**src/rtl/wb_arbiter.sv**
```systemverilog
// Writeback arbiter: picks one of ALU/load results per cycle, extends load data, registers the RF write port.
// Latency 1 cycle; readies are combinational, load has priority unless the ALU has starved STARVE_LIMIT cycles.
module wb_arbiter #(
  parameter int unsigned STARVE_LIMIT = 4
) (
  input  logic        clk,
  input  logic        rst_n,
  input  logic        alu_valid,
  output logic        alu_ready,
  input  logic [4:0]  alu_rd,
  input  logic [63:0] alu_data,
  input  logic        ld_valid,
  output logic        ld_ready,
  input  logic [4:0]  ld_rd,
  input  logic [63:0] ld_data,
  input  logic [1:0]  ld_size,
  input  logic        ld_unsigned,
  output logic        write_enable,
  output logic [4:0]  waddr,
  output logic [63:0] wdata,
  output logic [63:0] retired
);

  localparam logic [3:0] LP_LIMIT = 4'(STARVE_LIMIT);

  logic [3:0]  r_starve;
  logic        r_we;
  logic [4:0]  r_waddr;
  logic [63:0] r_wdata;
  logic [63:0] r_retired;

  logic        w_ld_ready;
  logic        w_alu_ready;
  logic        w_accept;
  logic        w_starved;
  logic [4:0]  w_win_rd;
  logic [63:0] w_win_data;
  logic [63:0] w_ld_ext;

  assign w_starved   = (r_starve == LP_LIMIT);
  assign w_ld_ready  = ld_valid & ~(alu_valid & w_starved);
  assign w_alu_ready = alu_valid & ~w_ld_ready;
  assign w_accept    = w_ld_ready | w_alu_ready;

  always_comb begin
    w_ld_ext = ld_data;
    case (ld_size)
      2'b00:   w_ld_ext = {{56{~ld_unsigned & ld_data[7]}},  ld_data[7:0]};
      2'b01:   w_ld_ext = {{48{~ld_unsigned & ld_data[15]}}, ld_data[15:0]};
      2'b10:   w_ld_ext = {{32{~ld_unsigned & ld_data[31]}}, ld_data[31:0]};
      default: w_ld_ext = ld_data;
    endcase
  end

  assign w_win_rd   = w_ld_ready ? ld_rd    : alu_rd;
  assign w_win_data = w_ld_ready ? w_ld_ext : alu_data;

  // Starvation only accumulates while the ALU is actually waiting; it saturates at the limit.
  always_ff @(posedge clk or negedge rst_n) begin
    if (!rst_n) begin
      r_starve <= 4'd0;
    end else if (alu_valid && !w_alu_ready) begin
      if (!w_starved) r_starve <= r_starve + 4'd1;
    end else begin
      r_starve <= 4'd0;
    end
  end

  always_ff @(posedge clk or negedge rst_n) begin
    if (!rst_n) begin
      r_we      <= 1'b0;
      r_waddr   <= 5'd0;
      r_wdata   <= 64'd0;
      r_retired <= 64'd0;
    end else if (w_accept) begin
      r_we      <= (w_win_rd != 5'd0);
      r_waddr   <= w_win_rd;
      r_wdata   <= w_win_data;
      r_retired <= r_retired + 64'd1;
    end else begin
      r_we      <= 1'b0;
    end
  end

  assign ld_ready     = w_ld_ready;
  assign alu_ready    = w_alu_ready;
  assign write_enable = r_we;
  assign waddr        = r_waddr;
  assign wdata        = r_wdata;
  assign retired      = r_retired;

endmodule

```
**config.mk**
```make
export PLATFORM = sky130hd
export DESIGN_NAME = wb_arbiter
export DESIGN_NICKNAME = d
export VERILOG_FILES = /design/src/rtl/wb_arbiter.sv
export SDC_FILE = /design/constraint.sdc
export NUM_CORES = 1
export LEC_CHECK = 0
export CORE_MARGIN = 2
export CORE_UTILIZATION = 35
export DETAILED_ROUTE_END_ITERATION = 7
export GPL_ROUTABILITY_DRIVEN = 0
export PLACE_DENSITY = 0.71
export REMOVE_ABC_BUFFERS = 1
export SETUP_SLACK_MARGIN = 0.1
export SLEW_MARGIN = 20
export SYNTH_ARGS = -nofsm -noshare
export SYNTH_HDL_FRONTEND = slang
export SYNTH_SLANG_ARGS = --single-unit
```
**constraint.sdc**
```tcl
create_clock -name clk -period 2.12 [get_ports clk]
set_input_delay 0.53 -clock clk [delete_from_list [all_inputs] [get_ports clk]]
set_output_delay 0.53 -clock clk [all_outputs]
set_load 0.01 [all_outputs]
```
==> results of run 1 <==
## layer usage
metal	GRT usage (%)	vias to the layer above
met2	39.4	278
met4	8.84	2
met1	25.8	3193
li1	-	3036
met5	0	-
met3	8.19	41
## through the flow
stage / cells / instance area (sq um) / TNS [ns]
2_1_floorplan: 603 / 6360 / -99.90
3_3_place_gp: 1190 / 10200 / -24.44
3_5_place_dp: 1190 / 10200 / -28.60
4_1_cts: 1223 / 10800 / 0
5_1_grt: 1228 / 10900 / 0
6_report: 1228 / 10900 / 0
## power by group through the flow
stage	sequential (mW)	clock, mW	combinational (mW)
6_report	2.98	2.90	1.62
5_1_grt	3.00	3.08	1.74
4_1_cts	2.98	2.96	1.63
3_5_place_dp	3.02	0	1.62
3_3_place_gp	3.02	0	1.60
2_1_floorplan	3.15	0	0.363
## area by class of cell
class                   instances  area, sq um  area share, %
repair buffers                365         3580           32.7
clock inverters                 9         87.6          0.801
inverters                      22         85.1          0.778
flip-flops and latches        138         3460           31.7
multi-input cells             443         2940           26.9
clock buffers                  22          494           4.52
well taps                     229          287           2.62
## critical path, stage by stage (launching register included)
cell	delay (ns)
dfrtp_1	0.38
inv_1	0.06
ha_2	0.16
nand4b_1	0.12
nand2_2	0.10
and2_4	0.15
buf_6	0.11
## flip-flops by register name, summed over array words and instances, names as in the netlist
| register | flops |
|---|---|
| write_enable | 1 |
| r_starve | 4 |
| waddr | 5 |
| wdata | 64 |
| retired | 64 |
## what timing repair did
action / CTS / global route
pin swaps: 2 / 4
buffers inserted: 2 / 5
endpoints found under the setup margin: 28 / 33
gates resized for setup: 20 / 31
cloned: 0 / 0
## placed cells by master (no fill, tap or decap), types with 9 or more instances in the layout
master,instances
nor3_1,15
clkbuf_16,17
inv_1,21
xor2_1,26
nand3_1,25
clkdlybuf4s50_1,265
o21ai_0,53
a21oi_1,64
a22oi_1,32
buf_12,9
nand2_1,51
xnor2_1,38
nand4_1,24
nor2_1,22
dfrtp_1,132
a221o_1,16
buf_4,74
## worst max-delay path by stage
stage / start / end / slack, ns
floorplan: ld_valid / waddr[0] / -1.46
global placement: alu_valid / retired[22] / -0.54
detailed placement: alu_valid / retired[22] / -0.59
CTS: r_starve[0] / alu_ready / 0.06
global route: r_starve[0] / alu_ready / 0.01
finish: r_starve[1] / alu_ready / 0.11
## kinds of logic (layout without fill, tap and decap cells)
kind of cell,Yosys count,count (layout),share of synthesized area (%)
DFF,138,138,52.9
muxes,8,8,1.24
buffers and inverters,63,418,3.85
and+or+nand+nor,191,191,16.0
xor gates and xnor gates,65,65,8.83
adders and majority gates,3,3,0.575
AOI/OAI and AO/OA,176,176,16.6
==> results.json, run 1 <==
{
  "status": "completed",
  "number_of_global_route_vias_before_repair": 6507,
  "rr_endpoint": "retired[22]",
  "io-pin-count": 281,
  "cp_capture_type": "output port",
  "gr-usage-all-layers_pct": 22.8,
  "route.detailed.wl_per_inst_um": 18.4,
  "setup_viol_count_final": 0,
  "holdBufCountCts": 0,
  "max-clock-path-buffers": 2,
  "drive_above_1_share_pct": 15.8,
  "syn-mean-instance-area_sq_um": 10.1,
  "num_vias": 6550,
  "crit_required_ns": 1.59,
  "p_int_mw": 5.55,
  "grt_max_degree": 71,
  "met2RoutedLength_um": 11400,
  "power_density_mw_per_mm2": 687,
  "timing.reg2reg.worst_path_depth": 6,
  "fp.dieH_um": 141,
  "worst_ep_arrival_time_ns": 1.48,
  "hold_viol": 0,
  "post_route_total_power_mw": 7.51,
  "detail_route.iter0.violations": 352,
  "ys.warnings.count": 0,
  "synthFlopType": "dfrtp_1",
  "dp_hpwl_um": 17100,
  "final.min_clock_period_ns": 2.01,
  "postSynth.asyncResetShare_pct": 100,
  "layout.core_utilization_pct": 60.2,
  "detail_route.drc_violations": 0,
  "min_period_over_period_pct": 95.0,
  "clkSlewWorstSetupHoldPaths_ns": 0.06,
  "netSwitchingFraction_pct": 26.1,
  "grt_pass1_wl_um": 35000,
  "regToRegSetupSlack_ns": 0.13,
  "leakage_nw": 4.73,
  "p_switching_mw": 1.96,
  "maxCapViolCount": 0,
  "rows": 49,
  "start_util_pct": 36.0,
  "areaGrowthSynthToFinish_pct": 67.3,
  "cp_class": "reg -> out",
  "place_ws_ns": -0.593,
  "r2r-start": "retired[0]",
  "hold_class": "in -> async",
  "clock_insertion_delay_worst_skew_ns": 0.41,
  "number_of_enable_flip_flop_cells_after_synthesis": 0,
  "cts.root.buffer_cell": "clkbuf_16",
  "maxClockFrequency_ghz": 0.496,
  "vias_per_cell": 5.33,
  "antenna-diode-count": 0,
  "synth_area_leaders": "dfrtp_1 53%, xnor2_1 5.1%, a21oi_1 4.9%",
  "fin_worst_skew_ns": 0.00916,
  "drtPass1Iterations": 5,
  "crit_fanout": 2,
  "m1WireLength_um": 8520,
  "floorplan.die.width_um": 141,
  "yosysSeqAreaShare_pct": 52.9,
  "power_frac_seq_pct": 39.8,
  "clock_tree_from_tritoncts": "yes",
  "synth_top_area_share_pct": 52.9,
  "drv_slew": 0,
  "clockPowerShare_pct": 38.6,
  "synth_most_common_cell": "dfrtp_1",
  "grt_setup_unrepaired": "true",
  "n_fill_cell": 1516,
  "netlist_area_sq_mm": 0.00653,
  "clock_sink_count": 138,
  "globalRouteOverflowTotal": 0,
  "met3RoutedLength_um": 1990,
  "transition_at_the_pin_with_the_smallest_max_transition_slack_ns": 0.556,
  "ctsHtreeMaxLevel": 4,
  "tritoncts.num_buffers": 17,
  "die_area_sq_mm": 0.0198,
  "antenna_violations_before_repair": 1,
  "relSlewSlack_pct": 62.8,
  "postSynthCellCount": 644,
  "power.combinational.fraction_pct": 21.6,
  "layout.nets": 1135,
  "post_synth_num_cell_types": 42,
  "cp-start-kind": "flip-flop",
  "largest_area_contributor_in_the_synthesized_netlist": "dfrtp_1",
  "fin_ws_ns": 0.105,
  "topRoutingLayerUsed": "met5",
  "port_buffers": 280,
  "detail_route.wirelength_um": 22600,
  "final_antenna_net_count": 0,
  "synth.top_cells.by_count": "138 x dfrtp_1, 64 x a21oi_1, 53 x o21ai_0",
  "hold_ws_ns": 0.0417,
  "synth.ff_latch_count": 138,
  "power.ir.vdd_worst_uv": 556,
  "core_sq_mm": 0.0181
}
(Power assumes the default switching activity.)
==> run 2: changes to the inputs <==
==> config.mk (replaced) <==
export PLATFORM = sky130hd
export DESIGN_NAME = wb_arbiter
export DESIGN_NICKNAME = d
export VERILOG_FILES = /design/src/rtl/wb_arbiter.sv
export SDC_FILE = /design/constraint.sdc
export NUM_CORES = 1
export LEC_CHECK = 0
export CELL_PAD_IN_SITES_DETAIL_PLACEMENT = 1
export CELL_PAD_IN_SITES_GLOBAL_PLACEMENT = 2
export CORE_MARGIN = 2
export CORE_UTILIZATION = 22
export DETAILED_ROUTE_END_ITERATION = 7
export GPL_ROUTABILITY_DRIVEN = 0
export PLACE_DENSITY_LB_ADDON = 0.1
export REMOVE_ABC_BUFFERS = 1
export SETUP_SLACK_MARGIN = 0.1
export SKIP_LAST_GASP = 1
export SYNTH_ARGS = -nofsm -noshare
export SYNTH_HDL_FRONTEND = slang
export SYNTH_SLANG_ARGS = --single-unit
==> run 2 against run 1 <==
Critical path depth unchanged. Largest cell class unchanged. First-iteration DRC count decreased by 45%. Worst setup slack got worse by 0.10 ns. Non-clock buffer count is 13 lower. Routed wire length increased by 21%. Largest power group is now the clock network. Register-to-register slack got worse by 0.04 ns. Sequential share of layout area fell by 0.39 points. Clock skew about the same. Highest routed layer is now met4. Utilization decreased by 22 points. Flip-flop and latch count is the same. Power increased by 4.2%. Clock power grew 12%.
==> results.json, run 2 (synthesis gave the netlist of run 1 again) <==
{
  "detail_route.wirelength_um": 27300,
  "detail_route.iter0.violations": 193,
  "hold_class": "in -> async",
  "hold_ws_ns": 0.0154,
  "cpMaxStageDelayCell": "dfrtp_1",
  "setup_viol_count_final": 0,
  "layout.nets": 1122,
  "io-pin-count": 281,
  "clock_sink_count": 138,
  "maxClockFrequency_ghz": 0.472,
  "most_common_cell_after_layout_fill_and_taps_aside": "clkdlybuf4s50_1",
  "status": "completed",
  "drv_slew": 0,
  "gr-usage-met2_pct": 31.1,
  "timing.reg2reg.worst_path_depth": 7,
  "num_vias": 6481,
  "r2r-start": "retired[0]",
  "grt_setup_unrepaired": "true",
  "cp-start-kind": "flip-flop",
  "crit_required_ns": 1.59,
  "final.min_clock_period_ns": 2.12,
  "path_delay_family": "simple AND/OR/NAND/NOR gates",
  "leakage_nw": 4.73,
  "grt_max_degree": 71,
  "rows": 63,
  "antenna_violations_before_repair": 0,
  "worst_ep_arrival_time_ns": 1.59,
  "power.combinational.fraction_pct": 20.4,
  "gr-max-usage-layer": "met2",
  "clock_insertion_delay_worst_skew_ns": 0.42,
  "antenna-diode-count": 0,
  "hold_viol": 0,
  "detail_route.drc_violations": 0,
  "gr-usage-all-layers_pct": 18.2,
  "fp.dieH_um": 176,
  "crit_fanout": 2,
  "netSwitchingFraction_pct": 27.6,
  "tritoncts.num_buffers": 17,
  "cts.root.buffer_cell": "clkbuf_16",
  "start_util_pct": 22.2,
  "relSlewSlack_pct": 72.6,
  "die_area_sq_mm": 0.0311,
  "drtPass1Iterations": 7,
  "number_of_global_route_vias_before_repair": 7339,
  "globalRouteOverflowTotal": 0,
  "fin_cells": 1377,
  "core_sq_mm": 0.0294,
  "dp_hpwl_um": 20000,
  "floorplan.die.width_um": 176,
  "grt_pass1_wl_um": 43100,
  "critical-path-max-stage-delay_ns": 0.38,
  "power_density_mw_per_mm2": 704,
  "path_cells": "inv_1 -> ha_2 -> nand4b_1 -> nand2_2 -> and2_4 -> buf_6",
  "place.detailed.instances": 1340,
  "fin_ws_ns": 0.00290,
  "critical_path_depth": 6,
  "transition_at_the_pin_with_the_smallest_max_transition_slack_ns": 0.411,
  "gr-usage-met1_pct": 20.7,
  "holdBufCountCts": 0,
  "max-clock-path-buffers": 2,
  "ctsHtreeMaxLevel": 4,
  "rr_endpoint": "retired[52]",
  "power_frac_seq_pct": 38.2,
  "regToRegSetupSlack_ns": 0.09,
  "clockPowerShare_pct": 41.4,
  "clock_tree_from_tritoncts": "yes",
  "areaGrowthSynthToFinish_pct": 70.0,
  "n_fill_cell": 3243,
  "vias_per_cell": 4.71,
  "p_switching_mw": 2.16,
  "p_int_mw": 5.66,
  "min_period_over_period_pct": 99.9,
  "layout_common_cells": "256 x clkdlybuf4s50_1, 122 x dfrtp_1, 64 x a21oi_1",
  "fin_worst_skew_ns": 0.00930,
  "maxCapViolCount": 0,
  "route.detailed.wl_per_inst_um": 19.9,
  "cp_capture_type": "output port",
  "post_route_total_power_mw": 7.82,
  "place_ws_ns": -0.704,
  "grt_use_met3_pct": 6.80,
  "cp.buffers_inverters": 2,
  "port_buffers": 280,
  "final_antenna_net_count": 0,
  "power.ir.vdd_worst_uv": 416,
  "drive_above_1_share_pct": 15.7,
  "cp_class": "reg -> out",
  "clkSlewWorstSetupHoldPaths_ns": 0.06
}
## run 2: changes by cell type in the layout (fill, tap and decap cells not counted), moves of 3 or more
| cell | previous run | this run |
|---|---|---|
| buf_4 | 74 | 58 |
| dfrtp_1 | 132 | 122 |
| dfrtp_2 | 6 | 16 |
| clkdlybuf4s50_1 | 265 | 256 |
| dlygate4sd2_1 | 4 | 12 |
| clkbuf_8 | 5 | 1 |
| clkinv_4 | 0 | 4 |
| nor3_1 | 15 | 12 |
## run 2: final cells by class
type / instances / area [sq um] / share of cell area, %
inverters: 22 / 85.1 / 0.766
well taps: 390 / 488 / 4.39
flip-flops and latches: 138 / 3470 / 31.3
repair buffers: 352 / 3490 / 31.5
clock buffers: 18 / 439 / 3.95
clock inverters: 14 / 186 / 1.68
multi-input cells: 443 / 2940 / 26.5
## run 2: repair_timing
| action | 4_1_cts | 5_1_grt |
|---|---|---|
| pin swaps | 5 | 7 |
| setup endpoints to repair | 93 | 36 |
| gates resized for setup | 34 | 38 |
| setup buffers | 3 | 2 |
## run 2: worst max path at each step
| stage | from | slack [ns] | to |
|---|---|---|---|
| floorplan | ld_valid | -1.46 | waddr[0] |
| finish | r_starve[1] | 0.003 | alu_ready |
| global placement | alu_valid | -0.66 | retired[52] |
| global route | r_starve[0] | -0.07 | alu_ready |
| detailed placement | alu_valid | -0.70 | retired[52] |
| CTS | r_starve[0] | -0.01 | ld_ready |
## run 2: power by group through the flow
stage               clock, mW  sequential, mW  combinational, mW
detailed placement          0            3.03               1.64
CTS                      3.36            2.99               1.63
global route             3.48            3.01               1.75
global placement            0            3.02               1.62
floorplan                   0            3.15              0.363
finish                   3.24            2.99               1.60
## run 2: routing by layer
| metal | up-vias | wire length, um |
|---|---|---|
| li1 | 3000 | - |
| met1 | 3238 | 10800 |
| met2 | 215 | 13600 |
| met3 | 28 | 2300 |
| met4 | 0 | 604 |
| met5 | - | 0 |
## run 2: metrics by stage
step | area (sq um) | setup TNS [ns] | util [%]
4_1_cts | 11000 | -0.0229 | 37.3
3_5_place_dp | 10300 | -48.57 | 35.0
3_3_place_gp | 10300 | -41.96 | 35.0
5_1_grt | 11100 | -0.0940 | 37.8
2_1_floorplan | 6360 | -99.90 | -
6_report | 11100 | 0 | 37.8
